===== src/rtl/efpga_cfg_pkg.sv =====
// Shared definitions for the eFPGA configuration frame loader: sync word, header
// field positions, FSM state encoding and width helpers.
package efpga_cfg_pkg;

    localparam logic [31:0] SYNC_WORD_DEFAULT = 32'hFAB0_FAB1;

    localparam int unsigned END_BIT = 31;
    localparam int unsigned COL_MSB = 15;
    localparam int unsigned COL_LSB = 8;
    localparam int unsigned IDX_MSB = 7;
    localparam int unsigned IDX_LSB = 0;

    typedef enum logic [1:0] {
        IDLE   = 2'd0,
        HEADER = 2'd1,
        DATA   = 2'd2
    } state_t;

    function automatic int unsigned clog2(input int unsigned value);
        int unsigned width;
        width = 0;
        while ((32'd1 << width) < value) width++;
        return width;
    endfunction

    // Counter width that never collapses to zero bits
    function automatic int unsigned cnt_width(input int unsigned depth);
        return (clog2(depth) < 1) ? 1 : clog2(depth);
    endfunction

endpackage


===== src/rtl/efpga_frame_loader_if.sv =====
// Config word stream in, assembled frame and status out. The loader takes the
// slave modport; the upstream word source takes the master modport.
interface efpga_frame_loader_if #(
    parameter int unsigned FRAME_WORDS = 4
);
    logic [31:0]               write_data_i;
    logic                      write_strobe_i;
    logic [32*FRAME_WORDS-1:0] frame_data_o;
    logic [7:0]                frame_column_o;
    logic [7:0]                frame_index_o;
    logic                      frame_strobe_o;
    logic                      config_active_o;
    logic                      config_done_o;
    logic                      error_o;

    modport master (
        output write_data_i, write_strobe_i,
        input  frame_data_o, frame_column_o, frame_index_o, frame_strobe_o,
        input  config_active_o, config_done_o, error_o
    );

    modport slave (
        input  write_data_i, write_strobe_i,
        output frame_data_o, frame_column_o, frame_index_o, frame_strobe_o,
        output config_active_o, config_done_o, error_o
    );
endinterface


===== src/rtl/frame_word_buffer.sv =====
// FRAME_WORDS x 32 register file: one indexed write port, whole contents read flat.
module frame_word_buffer #(
    parameter int unsigned FRAME_WORDS = 4,
    parameter int unsigned IDX_W       = 2
) (
    input  logic                          clk_i,
    input  logic                          reset_i,
    input  logic                          write_en,
    input  logic [IDX_W-1:0]              write_idx,
    input  logic [31:0]                   write_word,
    output logic [FRAME_WORDS-1:0][31:0]  read_words
);
    logic [FRAME_WORDS-1:0][31:0] mem_q;

    always_ff @(posedge clk_i or posedge reset_i) begin
        if (reset_i) begin
            mem_q <= '0;
        end else if (write_en) begin
            mem_q[write_idx] <= write_word;
        end
    end

    assign read_words = mem_q;
endmodule


===== src/rtl/efpga_frame_loader.sv =====
// Parses the config word stream (sync, headers, data) into fabric frames.
// Optional idle abort in HEADER/DATA is built when FRAME_LOADER_TIMEOUT_EN is defined.
module efpga_frame_loader
    import efpga_cfg_pkg::*;
#(
    parameter logic [31:0] SYNC_WORD      = SYNC_WORD_DEFAULT,
    parameter int unsigned FRAME_WORDS    = 4,
    parameter int unsigned NUM_COLUMNS    = 16,
    parameter int unsigned FRAMES_PER_COL = 20,
    parameter int unsigned TIMEOUT_CYCLES = 1200000
) (
    input logic                  clk_i,
    input logic                  reset_i,
    efpga_frame_loader_if.slave  bus
);
    localparam int unsigned CNT_W = cnt_width(FRAME_WORDS);
    localparam logic [CNT_W-1:0] LAST_SLOT = CNT_W'(FRAME_WORDS - 1);

    state_t                       state_q, state_d;
    logic [CNT_W-1:0]             cnt_q, cnt_d;
    logic                         skip_q, skip_d;
    logic [7:0]                   col_q, col_d, idx_q, idx_d;
    logic [FRAME_WORDS-1:0][31:0] frame_q, frame_d, buf_words, frame_next;
    logic [7:0]                   fcol_q, fcol_d, fidx_q, fidx_d;
    logic                         fstb_q, fstb_d;
    logic                         active_q, active_d;
    logic                         done_q, done_d;
    logic                         error_q, error_d;
    logic                         buf_we;
    logic [7:0]                   hdr_col, hdr_idx;
    logic                         hdr_bad;

    assign hdr_col = bus.write_data_i[COL_MSB:COL_LSB];
    assign hdr_idx = bus.write_data_i[IDX_MSB:IDX_LSB];
    assign hdr_bad = (32'(hdr_col) >= NUM_COLUMNS) || (32'(hdr_idx) >= FRAMES_PER_COL);

    frame_word_buffer #(
        .FRAME_WORDS (FRAME_WORDS),
        .IDX_W       (CNT_W)
    ) u_buffer (
        .clk_i      (clk_i),
        .reset_i    (reset_i),
        .write_en   (buf_we),
        .write_idx  (cnt_q),
        .write_word (bus.write_data_i),
        .read_words (buf_words)
    );

    // Last word lands in the buffer on the same edge, so splice it in directly
    always_comb begin
        frame_next                = buf_words;
        frame_next[FRAME_WORDS-1] = bus.write_data_i;
    end

`ifdef FRAME_LOADER_TIMEOUT_EN
    localparam int unsigned TMO_W = clog2(TIMEOUT_CYCLES + 1);
    logic [TMO_W-1:0] tmo_q, tmo_d;
    logic             tmo_hit;
    assign tmo_hit = (state_q != IDLE) && !bus.write_strobe_i
                  && (tmo_q == TMO_W'(TIMEOUT_CYCLES - 1));
`endif

    always_comb begin
        state_d  = state_q;
        cnt_d    = cnt_q;
        skip_d   = skip_q;
        col_d    = col_q;
        idx_d    = idx_q;
        frame_d  = frame_q;
        fcol_d   = fcol_q;
        fidx_d   = fidx_q;
        fstb_d   = 1'b0;
        active_d = active_q;
        done_d   = 1'b0;
        error_d  = error_q;
        buf_we   = 1'b0;

        unique case (state_q)
            IDLE: begin
                if (bus.write_strobe_i && bus.write_data_i == SYNC_WORD) begin
                    state_d  = HEADER;
                    active_d = 1'b1;
                    error_d  = 1'b0;
                end
            end
            HEADER: begin
                // Sync has bit 31 set, so it must be filtered before the end flag
                if (bus.write_strobe_i && bus.write_data_i != SYNC_WORD) begin
                    if (bus.write_data_i[END_BIT]) begin
                        done_d   = 1'b1;
                        active_d = 1'b0;
                        state_d  = IDLE;
                    end else begin
                        col_d   = hdr_col;
                        idx_d   = hdr_idx;
                        cnt_d   = '0;
                        skip_d  = hdr_bad;
                        error_d = error_q | hdr_bad;
                        state_d = DATA;
                    end
                end
            end
            DATA: begin
                if (bus.write_strobe_i) begin
                    buf_we = 1'b1;
                    cnt_d  = cnt_q + CNT_W'(1);
                    if (cnt_q == LAST_SLOT) begin
                        state_d = HEADER;
                        if (!skip_q) begin
                            fstb_d  = 1'b1;
                            frame_d = frame_next;
                            fcol_d  = col_q;
                            fidx_d  = idx_q;
                        end
                    end
                end
            end
            default: state_d = IDLE;
        endcase

`ifdef FRAME_LOADER_TIMEOUT_EN
        tmo_d = (bus.write_strobe_i || state_q == IDLE) ? '0 : tmo_q + TMO_W'(1);
        if (tmo_hit) begin
            state_d  = IDLE;
            active_d = 1'b0;
            error_d  = 1'b1;
            tmo_d    = '0;
        end
`endif
    end

    always_ff @(posedge clk_i or posedge reset_i) begin
        if (reset_i) begin
            state_q  <= IDLE;
            cnt_q    <= '0;
            skip_q   <= 1'b0;
            col_q    <= '0;
            idx_q    <= '0;
            frame_q  <= '0;
            fcol_q   <= '0;
            fidx_q   <= '0;
            fstb_q   <= 1'b0;
            active_q <= 1'b0;
            done_q   <= 1'b0;
            error_q  <= 1'b0;
        end else begin
            state_q  <= state_d;
            cnt_q    <= cnt_d;
            skip_q   <= skip_d;
            col_q    <= col_d;
            idx_q    <= idx_d;
            frame_q  <= frame_d;
            fcol_q   <= fcol_d;
            fidx_q   <= fidx_d;
            fstb_q   <= fstb_d;
            active_q <= active_d;
            done_q   <= done_d;
            error_q  <= error_d;
        end
    end

`ifdef FRAME_LOADER_TIMEOUT_EN
    always_ff @(posedge clk_i or posedge reset_i) begin
        if (reset_i) tmo_q <= '0;
        else         tmo_q <= tmo_d;
    end
`endif

    assign bus.frame_data_o    = frame_q;
    assign bus.frame_column_o  = fcol_q;
    assign bus.frame_index_o   = fidx_q;
    assign bus.frame_strobe_o  = fstb_q;
    assign bus.config_active_o = active_q;
    assign bus.config_done_o   = done_q;
    assign bus.error_o         = error_q;
endmodule


===== src/flat_wrapper.sv =====
// flat-port wrapper written by rule: the top's interface ports become plain ports
module efpga_frame_loader_flat import efpga_cfg_pkg::*;
#(
    parameter logic [31:0] SYNC_WORD      = SYNC_WORD_DEFAULT,
    parameter int unsigned FRAME_WORDS    = 4,
    parameter int unsigned NUM_COLUMNS    = 16,
    parameter int unsigned FRAMES_PER_COL = 20,
    parameter int unsigned TIMEOUT_CYCLES = 1200000
)
  (clk_i, reset_i, bus_write_data_i, bus_write_strobe_i, bus_frame_data_o, bus_frame_column_o, bus_frame_index_o, bus_frame_strobe_o, bus_config_active_o, bus_config_done_o, bus_error_o);
  efpga_frame_loader_if #(.FRAME_WORDS(FRAME_WORDS)) bus_i ();
  input logic clk_i;
  input logic reset_i;
  input wire logic [$bits(bus_i.write_data_i)-1:0] bus_write_data_i;
  input wire logic [$bits(bus_i.write_strobe_i)-1:0] bus_write_strobe_i;
  output wire logic [$bits(bus_i.frame_data_o)-1:0] bus_frame_data_o;
  output wire logic [$bits(bus_i.frame_column_o)-1:0] bus_frame_column_o;
  output wire logic [$bits(bus_i.frame_index_o)-1:0] bus_frame_index_o;
  output wire logic [$bits(bus_i.frame_strobe_o)-1:0] bus_frame_strobe_o;
  output wire logic [$bits(bus_i.config_active_o)-1:0] bus_config_active_o;
  output wire logic [$bits(bus_i.config_done_o)-1:0] bus_config_done_o;
  output wire logic [$bits(bus_i.error_o)-1:0] bus_error_o;
  assign bus_i.write_data_i = bus_write_data_i;
  assign bus_i.write_strobe_i = bus_write_strobe_i;
  assign bus_frame_data_o = bus_i.frame_data_o;
  assign bus_frame_column_o = bus_i.frame_column_o;
  assign bus_frame_index_o = bus_i.frame_index_o;
  assign bus_frame_strobe_o = bus_i.frame_strobe_o;
  assign bus_config_active_o = bus_i.config_active_o;
  assign bus_config_done_o = bus_i.config_done_o;
  assign bus_error_o = bus_i.error_o;
  efpga_frame_loader #(.SYNC_WORD(SYNC_WORD), .FRAME_WORDS(FRAME_WORDS), .NUM_COLUMNS(NUM_COLUMNS), .FRAMES_PER_COL(FRAMES_PER_COL), .TIMEOUT_CYCLES(TIMEOUT_CYCLES)) u_core (.clk_i(clk_i), .reset_i(reset_i), .bus(bus_i));
endmodule

===== config.mk =====
export PLATFORM = sky130hd
export DESIGN_NAME = efpga_frame_loader_flat
export DESIGN_NICKNAME = d
export VERILOG_FILES = /design/src/rtl/efpga_cfg_pkg.sv /design/src/rtl/efpga_frame_loader_if.sv /design/src/rtl/frame_word_buffer.sv /design/src/rtl/efpga_frame_loader.sv /design/src/flat_wrapper.sv
export SDC_FILE = /design/constraint.sdc
export NUM_CORES = 1
export LEC_CHECK = 0
export BUFFER_PORTS_ARGS = -buffer_cell sky130_fd_sc_hd__buf_2
export CELL_PAD_IN_SITES_DETAIL_PLACEMENT = 0
export CELL_PAD_IN_SITES_GLOBAL_PLACEMENT = 1
export CORE_MARGIN = 5
export CORE_UTILIZATION = 40
export CTS_CLUSTER_DIAMETER = 30
export CTS_CLUSTER_SIZE = 16
export DETAILED_ROUTE_END_ITERATION = 6
export GPL_TIMING_DRIVEN = 0
export PLACE_DENSITY = 0.67
export SETUP_SLACK_MARGIN = 0.02
export SYNTH_ARGS = -nofsm -noshare
export SYNTH_HDL_FRONTEND = slang
export SYNTH_SLANG_ARGS = --single-unit

===== constraint.sdc =====
create_clock -name clk_i -period 11.9 [get_ports clk_i]
set_clock_uncertainty 0.15 [all_clocks]
set_input_delay 2.38 -clock clk_i [delete_from_list [all_inputs] [get_ports clk_i]]
set_output_delay 2.38 -clock clk_i [all_outputs]
set_load 0.005 [all_outputs]

* Yosys cells after proc, flatten, opt, wreduce, memory -nomap -nowiden
Cells that the tools add are included.
Storage, ports and cells: flip-flop bits (word level) 297, input bits 35, output and inout port bits 148, word-level logic and storage cells 81
Cells by class: $add $sub $neg 1, magnitude comparators 4, eq/ne operators 11, multiplexer cells 30, bitwise operators 3, reductions and logical operators 13
Operators by type and width (number):
- 128-bit bitwise mux | 1
- 32-bit demux with 2-bit select | 1
- 32-bit equality test, second input constant | 1
- 32-bit two-way mux | 1
- 32-bit != test, second input constant | 1
- 4-bit AND reduction | 5
- 8-bit by 5-bit greater-or-equal comparator with 1-bit output, second input constant | 2
- 2-bit two-way mux | 8
- 1-bit two-way mux | 15
- 2-bit by 1-bit != test with 1-bit output, second input constant | 3
- 2-bit != test, second input constant | 3
- 2-bit case mux with 3 select lines | 1
- 2-bit equality test, second input constant | 2
- 1-bit case mux with 2 select lines | 2
- 2-bit case mux with 2 select lines | 1
- 2-bit nonzero test | 2
- 1-bit logical AND | 3
- 2-bit by 3-bit less-than comparator with 1-bit output, second input constant | 1
- 3-bit AND reduction | 1
- 2-bit by 1-bit adder with 2-bit output, second input constant | 1
- 2-bit by 1-bit equality test with 1-bit output, second input constant | 1
- 2-bit by 1-bit greater-or-equal comparator with 1-bit output, second input constant | 1
- 2-bit logical NOT | 1
- 1-bit inverter | 2
- 2 further kinds | 2

* Longest topological paths before layout
Gate-level depths: netlist (run 1).
word-level depth 6, depth in mapped cells 7, gate-level depth less buffers 4

* Hierarchy
Synthesis (run 1) repeated with hierarchy kept, for this count alone.
Second synthesis, totals: cell total of the unflattened synthesis 665, area, all modules 11255.8 µm²
By module, submodules not included:
- efpga_frame_loader | times used 1, cells an instance 392, area an instance 6507.5 µm², sequential area each 4229.1 µm²
- frame_word_buffer | times used 1, cells an instance 273, area an instance 4748.3 µm², sequential area each 3203.1 µm²

* Worst setup path before layout (run 1)
No wires, ideal clock.
path type in2reg, start point in bus_write_data_i[31], end point reg u_core.col_q[0], library setup time 125 ps, data arrival time 3442 ps, required time 11625 ps, slack 8183 ps, stages on the path 4, buffers on the path 2, path through buf_2 -> nor3_4 -> buf_4 -> mux2_2
On the way: cells in the longest elaborated chain, start to end 3, elaborated cells between the ends (all ways) 4, those cells by class 1 x eq/ne; 1 x bitwise; 2 x reduce/logical
Ends and longest elaborated chain:
- start, declared | line flat_wrapper.sv:14 | input wire logic [$bits(bus_i.write_data_i)-1:0] bus_write_data_i;
- 32-bit != test | line efpga_frame_loader.sv:88 | if (bus.write_strobe_i && bus.write_data_i != SYNC_WORD) begin
- 1-bit logical AND | line efpga_frame_loader.sv:88
- 3-bit AND reduction (no line) (*)
- end signal, assigned | line efpga_frame_loader.sv:150 | col_q <= col_d;
- end, declared | line efpga_frame_loader.sv:22 | logic [7:0] col_q, col_d, idx_q, idx_d;
Mark *: on every way between the ends. The rest lies on a longest branch, timed or not. A chain may end at the register's enable or synchronous reset.

* Worst setup path after layout (run 1)
start point in bus_write_strobe_i, end point reg u_core.col_q[2]
On the way: cells in the longest elaborated chain, start to end 2
Ends and longest elaborated chain:
- start, declared | line flat_wrapper.sv:15 | input wire logic [$bits(bus_i.write_strobe_i)-1:0] bus_write_strobe_i;
- 1-bit logical AND | line efpga_frame_loader.sv:88
- 3-bit AND reduction (no line)
Every way passes these cells.

==> key figures, run 1 <==
Placement
  – Routability-driven placement congestion ratio: 0.757
  – Post-Place Setup Slack: 7740 ps
  – Placed cell count: 1116
  – Number of port buffers: 181
  – Final HPWL from detailed placement: 16600 um

Worst setup path
  – Worst setup path endpoint: u_core.col_q[2]
  – Worst path required time: 12180 ps
  – Highest cell delay on the worst timing path: 510 ps
  – Count of buffer and inverter cells on the critical path: 2
  – Critical R2R Capture: u_core.bus.frame_data_o[98]
  – Worst setup EP type: flip-flop
  – Crit. Startpoint: bus_write_strobe_i
  – Largest fanout of any net on the critical path: 10
  – CP cell instances: buf_2, nand2b_1, nor3_4, buf_4, mux2_2
  – Path depth of the worst reg2reg path: 7
  – Number of cells on the critical path: 5
  – Category of cells accounting for the largest share of critical-path delay: simple AND/OR/NAND/NOR gates
  – Slowest-stage cell, CP: sky130_fd_sc_hd__nor3_4
  – Source of the worst register-to-register timing path: u_core.state_q[0]
  – Critical Setup Path Class: input port to flip-flop
  – Setup crit start kind: input port
  – Signal arrival time at the worst endpoint: 3890 ps
  – FF-to-FF setup slack: 9640 ps

Floorplan
  – Initial core utilization: 0.403
  – Count of boundary I/O pins: 183
  – Height of the die: 169 um
  – Core box area: 25000 um2
  – Count of standard-cell rows: 58
  – Die Width: 169 um
  – Die footprint: 28400 um2

Drt
  – Sum of met3 wire segment lengths after detailed routing: 1850 um
  – Number of DRC markers in iteration 0: 177
  – Average via count per standard cell: 4.94
  – Number of nets with antenna violations after routing: 0
  – Average routed wire per standard cell: 19.7 um
  – Top metal layer carrying routed signals: met4
  – Total met2 wirelength after detailed routing: 11700 um
  – Detailed Routing Iterations Pass 1: 4
  – Post-route DRC violation count: 0
  – Met1 WL: 9730 um
  – Routed wire length: 23900 um
  – Number of vias in the routed layout: 5979

STA
  – # setup viols final: 0
  – Final hold slack: 323 ps
  – Slew at the pin with the worst max-slew slack: 646 ps
  – Highest clock frequency the design can meet: 0.276 GHz
  – Worst slew margin: 0.570
  – Final Hold Viols: 0
  – Tmin final: 3620 ps
  – Setup_tns: 0 ps
  – Final setup margin: 8280 ps
  – Tcrit/Tclk final: 0.304
  – Number of pins exceeding their max-slew limit in the final report: 0
  – Unrepaired setup endpoints after global routing: false

CTS
  – Clock insertion delay at the later pin of the skew report: 540 ps
  – CTS H-tree lvls: 2
  – Clock Pin Slew Worst Setup and Hold Paths: 40 ps
  – CTS tree: yes
  – Number of sinks on the clock net: 265
  – Buffer cell driving the clock tree root: sky130_fd_sc_hd__clkbuf_16
  – # Post-CTS Setup Buffers: 0
  – Number of instances resized during post-cts repair: 0
  – Maximum buffer depth of the clock tree: 3
  – Hold-fix buffer count after cts: 0
  – Number of clock buffers inserted by TritonCTS: 52

Pwr
  – Power spent charging and discharging nets: 0.763 mW
  – VDD IR-drop max: 0.000124 V
  – Power Dens Cells: 234 nW/um2
  – Total power of the final layout: 3.08 mW
  – Logic pwr share: 0.142
  – Switching part of the total power: 0.247
  – P_int: 2.32 mW
  – Clock group share of total power: 0.447
  – Sequential Power Share: 0.412
  – Leakage: 7.10 nW

Global route
  – Global-route wire length before repair: 37600 um
  – Via count of the first global-routing pass: 6763
  – Overall overflow remaining after global route: 0
  – Initial antenna violation count: 0
  – Pin count of the biggest net entering global routing: 123
  – Overall routing resource usage: 0.169

Job
  – Max Cap Viol: 0

Yosys
  – Most used flip-flop cell after synthesis: sky130_fd_sc_hd__dfrtp_1
  – Top cells by count, synth: sky130_fd_sc_hd__dfrtp_1, sky130_fd_sc_hd__mux2_2, sky130_fd_sc_hd__mux2_1, sky130_fd_sc_hd__buf_2, sky130_fd_sc_hd__nor4bb_1
  – Cell types with the largest area share after synthesis: sky130_fd_sc_hd__dfrtp_1, sky130_fd_sc_hd__mux2_2, sky130_fd_sc_hd__mux2_1
  – Number of flops mapped to enable cells by yosys: 0
  – YS warnings: 0
  – Area fraction of the dominant cell type after synthesis: 0.659
  – Post-synthesis sequential element count: 265
  – Largest area contributor in the synthesized netlist: sky130_fd_sc_hd__dfrtp_1
  – Post-synthesis sequential area ratio: 0.659
  – Distinct cell type count after synthesis: 31
  – Most common cell in the synthesized netlist: sky130_fd_sc_hd__dfrtp_1
  – Number of cells produced by synthesis: 603
  – Ys async rst share: 1.00
  – Syn_nets: 642
  – Average cell area after synthesis: 16.7 um2
  – Cell Area, Synth: 10100 um2

Worst hold path
  – Class of the tightest hold or removal check: flip-flop to flip-flop

Final layout
  – Nets: 879
  – Share of final-layout standard cells stronger than drive strength 1: 0.576
  – Antenna Diode Count: 0
  – Area Growth Syn to Fin: 30.8%
  – Final Instance Count excl. Fillers: 1210

Run status
  – Status: finished, final reports clean
## per-stage QoR
step,instance area [um2],util
global route,13200,0.528
floorplan,10100,-
finish,13200,0.528
CTS,13200,0.528
detailed placement,11400,0.459
global placement,11400,0.456
## worst reg2reg max path: stages, from the launching register on
cell and delay [ps]:
sky130_fd_sc_hd__dfrtp_1 350, sky130_fd_sc_hd__buf_2 170, sky130_fd_sc_hd__nor2b_2 170, sky130_fd_sc_hd__nand3_1 160, sky130_fd_sc_hd__nor2_4 290, sky130_fd_sc_hd__buf_4 290
sky130_fd_sc_hd__buf_6 220, sky130_fd_sc_hd__mux2_1 350
## area by class of cell
type / count / area (um2)
well taps: 330 / 413
flip-flops and latches: 265 / 6630
repair buffers: 183 / 961
clock inverters: 26 / 233
inverters: 4 / 22.5
multi-input cells: 307 / 3250
plain buffers: 27 / 171
fillers: 2122 / 11800
clock buffers: 68 / 1490
## cells by family (layout without fill, tap and decap cells)
kind of cell / Yosys count / in the layout / synth area share
adders and majority gates: 4 / 4 / 0.00497
buffers and inverters: 31 / 308 / 0.0185
DFF: 265 / 265 / 0.659
and+or+nand+nor: 32 / 32 / 0.0215
muxes: 256 / 256 / 0.286
AOI/OAI and AO/OA: 15 / 15 / 0.0101
## registers in the layout, summed over array words and instances (netlist names)
signal	flops
u_core.bus.config_active_o	1
u_core.bus.config_done_o	1
u_core.bus.error_o	1
u_core.bus.frame_column_o	8
u_core.bus.frame_data_o	128
u_core.bus.frame_index_o	8
u_core.bus.frame_strobe_o	1
u_core.cnt_q	2
u_core.col_q	8
u_core.idx_q	8
u_core.skip_q	1
u_core.state_q	2
u_core.u_buffer.read_words	96
## routing by layer
layer	vias up	global-route usage
li1	2658	-
met5	-	0
met2	175	0.285
met3	45	0.0567
met1	3101	0.202
met4	0	0.0603
## how the worst min path moves through the flow
stage | slack, ps | endpoint | from | cells past startpoint
3_3_place_gp | 310 | u_core.bus.frame_data_o[54] | u_core.bus.frame_data_o[54] | 1
5_1_grt | 340 | u_core.bus.frame_data_o[82] | u_core.bus.frame_data_o[82] | 1
4_1_cts | 330 | u_core.bus.frame_data_o[97] | u_core.bus.frame_data_o[97] | 1
6_report | 320 | u_core.bus.frame_data_o[97] | u_core.bus.frame_data_o[97] | 1
2_1_floorplan | 310 | u_core.u_buffer.read_words[29] | u_core.u_buffer.read_words[29] | 1
3_5_place_dp | 320 | u_core.bus.frame_data_o[97] | u_core.bus.frame_data_o[97] | 1
## cells in the final DEF (no fill, tap or decap), drive strengths merged, types with 2 or more instances in the layout
cell type / n
nand2: 5
nand4: 3
a21oi: 2
clkinvlp: 6
clkinv: 16
nand3: 3
nor2: 5
o21ai: 4
buf: 210
a21o: 2
dfrtp: 265
nor2b: 2
clkbuf: 68
bufinv: 2
ha: 4
mux2: 256
nor3: 4
inv: 6
nor4bb: 6
o31ai: 2
## power groups by stage
stage | registers, mW | clock network [mW] | logic, mW
floorplan | 1.26 | 0 | 0.250
global placement | 1.26 | 0 | 0.426
CTS | 1.27 | 1.41 | 0.450
global route | 1.30 | 1.46 | 0.486
detailed placement | 1.28 | 0 | 0.448
finish | 1.27 | 1.38 | 0.437
(Power assumes the default switching activity.)
==> run 2, diff against run 1 <==
Settings changed: ABC_AREA set to 1, PLACE_DENSITY 0.67 to 0.73.
Clock period 11.9 ns to 3.8 ns, I/O delays scaled along.
==> run 2 against run 1 <==
Net effect: total power rose to 3.0 times the previous value; synthesized cell count rose by 77%; sequential share of layout area rose by 0.067 points; worst setup slack got worse by 6700 ps; sequential power rose to 3.0 times the previous value; clock power rose to 3.3 times the previous value; combinational power rose by 130%; count of clock-buffer cells in the layout did not move; core utilization rose by 1.2 points; largest power group unchanged.
==> key figures, run 2 <==
Run status
  – Status: finished, final reports clean

Global route
  – Initial antenna violation count: 0 (unchanged)
  – Overall routing resource usage: 0.206 (+0.0378)
  – Via count of the first global-routing pass: 8164 (+21%)
  – Overall overflow remaining after global route: 0 (unchanged)
  – Pin count of the biggest net entering global routing: 41 (-67%)
  – Global-route wire length before repair: 46000 um (+22%)

Floorplan
  – Die footprint: 28100 um2 (-1.3%)
  – Die Width: 168 um (-0.65%)
  – Count of boundary I/O pins: 183 (unchanged)
  – Core box area: 24400 um2 (-2.3%)
  – Count of standard-cell rows: 57 (-1.7%)
  – Initial core utilization: 0.407 (+0.00378)
  – Height of the die: 168 um (-0.65%)

Drt
  – Average routed wire per standard cell: 17.3 um (-12%)
  – Number of DRC markers in iteration 0: 522 (+190%)
  – Number of nets with antenna violations after routing: 0 (unchanged)
  – Detailed Routing Iterations Pass 1: 5 (+1)
  – Routed wire length: 29000 um (+21%)
  – Post-route DRC violation count: 0 (unchanged)
  – Average via count per standard cell: 4.76 (-3.7%)
  – Number of vias in the routed layout: 7971 (+33%)

STA
  – Slew at the pin with the worst max-slew slack: 666 ps (+19.9 ps)
  – Unrepaired setup endpoints after global routing: false
  – Worst slew margin: 0.556 (-0.0133)
  – Tmin final: 2260 ps
  – Number of pins exceeding their max-slew limit in the final report: 0 (unchanged)
  – Setup_tns: 0 ps (unchanged)
  – Final Hold Viols: 0 (unchanged)
  – Highest clock frequency the design can meet: 0.443 GHz
  – # setup viols final: 0 (unchanged)
  – Final hold slack: 150 ps (-173 ps)
  – Tcrit/Tclk final: 0.594

Yosys
  – Most used flip-flop cell after synthesis: sky130_fd_sc_hd__dfrtp_1
  – Distinct cell type count after synthesis: 17 (-45%)
  – Syn_nets: 1106 (+72%)
  – Synth Area in Simple Gates: 0.213 (+0.192)
  – Area share of xor/xnor cells in the synthesized design: 0 (unchanged)
  – Ys async rst share: 1.00 (unchanged)
  – Area fraction of the dominant cell type after synthesis: 0.668 (+0.00921)
  – Post-synthesis mux area share: 0 (-0.286)
  – Share of synthesized cell area in full adder, half adder and majority cells: 0.00504 (+0.0000695)
  – Post-synthesis sequential area ratio: 0.668 (+0.00921)
  – Number of cells produced by synthesis: 1067 (+77%)
  – Average cell area after synthesis: 9.31 um2 (-44%)
  – Most common cell in the synthesized netlist: sky130_fd_sc_hd__nand2_1
  – Largest area contributor in the synthesized netlist: sky130_fd_sc_hd__dfrtp_1
  – YS warnings: 0 (unchanged)
  – Top cells by count, synth: sky130_fd_sc_hd__nand2_1, sky130_fd_sc_hd__dfrtp_1, sky130_fd_sc_hd__o21ai_0, sky130_fd_sc_hd__inv_1, sky130_fd_sc_hd__o21ai_1
  – Fraction of the mapped netlist area in compound gates: 0.0741 (+0.0640)
  – Cell types with the largest area share after synthesis: sky130_fd_sc_hd__dfrtp_1, sky130_fd_sc_hd__nand2_1, sky130_fd_sc_hd__o21ai_0
  – Number of flops mapped to enable cells by yosys: 0 (unchanged)
  – Cell Area, Synth: 9930 um2 (-1.4%)
  – Largest family of logic cells by synthesized area: simple AND/OR/NAND/NOR gates
  – Post-synthesis sequential element count: 265 (unchanged)

CTS
  – Hold-fix buffer count after cts: 0 (unchanged)
  – # Post-CTS Setup Buffers: 0 (unchanged)
  – Clock Pin Slew Worst Setup and Hold Paths: 50 ps (about the same)
  – CTS H-tree lvls: 2 (unchanged)
  – Number of clock buffers inserted by TritonCTS: 55 (+5.8%)
  – Number of sinks on the clock net: 265 (unchanged)
  – Number of instances resized during post-cts repair: 0 (unchanged)
  – Clock insertion delay at the later pin of the skew report: 530 ps (about the same)
  – CTS tree: yes
  – Maximum buffer depth of the clock tree: 3 (unchanged)
  – Buffer cell driving the clock tree root: sky130_fd_sc_hd__clkbuf_16

Pwr
  – Power Dens Cells: 709 nW/um2 (+200%)
  – VDD IR-drop max: 0.000311 V (+150%)
  – Leakage: 7.37 nW (+3.9%)

Worst setup path
  – Signal arrival time at the worst endpoint: 2490 ps (-1400 ps)
  – Slowest-stage cell, CP: sky130_fd_sc_hd__clkbuf_1
  – Highest cell delay on the worst timing path: 560 ps (+50 ps)
  – Critical Setup Path Class: flip-flop to flip-flop
  – Most numerous cell on the critical path: sky130_fd_sc_hd__nand2_1
  – Largest fanout of any net on the critical path: 10 (unchanged)
  – Worst setup EP type: flip-flop
  – CP cell instances: inv_2, nor2_2, nand2_1, inv_1, nand2_1, clkbuf_1, o21ai_0
  – Worst path required time: 4040 ps (-8140 ps)
  – Setup crit start kind: flip-flop

Final layout
  – Fill cell total of the finished layout: 2317 (+9.2%)
  – Most common library cell in the layout ignoring fill and taps: sky130_fd_sc_hd__nand2_1
  – Most frequent cells in the layout: sky130_fd_sc_hd__nand2_1, sky130_fd_sc_hd__dfrtp_1, sky130_fd_sc_hd__buf_2
  – Number of flip-flops in the largest register: 128 (unchanged)
  – Share of final-layout standard cells stronger than drive strength 1: 0.230 (-0.346)
  – Area Growth Syn to Fin: 32.5%
  – Antenna Diode Count: 0 (unchanged)
  – Nets: 1352 (+54%)

Worst hold path
  – Class of the tightest hold or removal check: input port to asynchronous set/reset pin

Placement
  – Routability-driven placement congestion ratio: 0.789 (+4.2%)
  – Final HPWL from detailed placement: 19900 um (+20%)
  – Number of port buffers: 182 (+0.55%)

Job
  – Max Cap Viol: 0 (unchanged)
==> run 2: cell types whose count changed after synthesis, moves of 4 or more <==
cell                       before  now
sky130_fd_sc_hd__clkbuf_1       0   24
sky130_fd_sc_hd__nor2_1         4   18
sky130_fd_sc_hd__o21ai_0        4  111
sky130_fd_sc_hd__mux2_2       202    0
sky130_fd_sc_hd__buf_2         20   28
sky130_fd_sc_hd__o21ai_1        0   35
sky130_fd_sc_hd__nand3_1        3    7
sky130_fd_sc_hd__inv_1          4   42
sky130_fd_sc_hd__nor4bb_1       6    0
sky130_fd_sc_hd__buf_6          5    0
sky130_fd_sc_hd__nand2_1        5  524
sky130_fd_sc_hd__mux2_1        54    0
==> run 2: logic make-up (layout without fill, tap and decap cells) <==
kind of cell	after synthesis	after routing
flops	265	265
simple gates	555	555
compound gates	147	147
buf+inv	96	380
fa+ha+maj	4	4
==> run 2: path summary, 6_finish.rpt <==
check                                             from  depth (start not counted)  slack, ps                              to
max                                  u_core.state_q[1]                          7       1540  u_core.u_buffer.read_words[61]
min                                            reset_i                          2        150     u_core.bus.frame_data_o[25]
max reg2reg                          u_core.state_q[1]                          7       1540  u_core.u_buffer.read_words[61]
min reg2reg                u_core.bus.frame_index_o[0]                          2        310     u_core.bus.frame_index_o[0]
max in group asynchronous                      reset_i                          5       2290    u_core.bus.frame_data_o[104]
min in group clk_i         u_core.bus.frame_index_o[0]                          2        310     u_core.bus.frame_index_o[0]
==> run 2: layout make-up <==
type	instances	area, um2	share of cell area
plain buffers	52	230	0.0175
well taps	324	405	0.0308
clock buffers	68	1500	0.114
repair buffers	189	1050	0.0799
multi-input cells	706	2900	0.221
inverters	44	169	0.0128
clock inverters	27	272	0.0206
flip-flops and latches	265	6630	0.504
==> run 2: critical path: cells and delay by family (launching register included) <==
kind / cells / cell delay [ps]
buffers and inverters: 3 / 730
AND/OR/NAND/NOR: 3 / 630
flip-flops: 1 / 420
AO/OA/AOI/OAI: 1 / 160
==> run 2: power by group <==
part / internal [mW] / switching [mW]
combinational: 0.411 / 0.612
sequential: 3.45 / 0.356
clock: 3.03 / 1.47
total: 6.89 / 2.44
==> run 2: metal layers <==
layer	up-vias	track usage	share of wire	wire [um]
li1	3835	-	-	-
met3	51	0.0479	0.061	1770
met5	-	0	0	0
met4	0	0.0677	0.024	699
met1	3866	0.286	0.46	13400
met2	219	0.324	0.45	13100
==> run 2: stage by stage <==
| stage | total power [mW] | instance area (um2) | utilization | setup WS (ps) | cells |
|---|---|---|---|---|---|
| 2_1_floorplan | 4.43 | 9930 | - | -608 | 1067 |
| 6_report | 9.33 | 13200 | 0.539 | 1540 | 1675 |
| 5_1_grt | 9.81 | 13200 | 0.539 | 1400 | 1675 |
| 4_1_cts | 9.42 | 13200 | 0.539 | 1580 | 1675 |
| 3_5_place_dp | 4.87 | 11400 | 0.467 | 1100 | 1580 |
| 3_3_place_gp | 4.81 | 11200 | 0.461 | -2310 | 1573 |
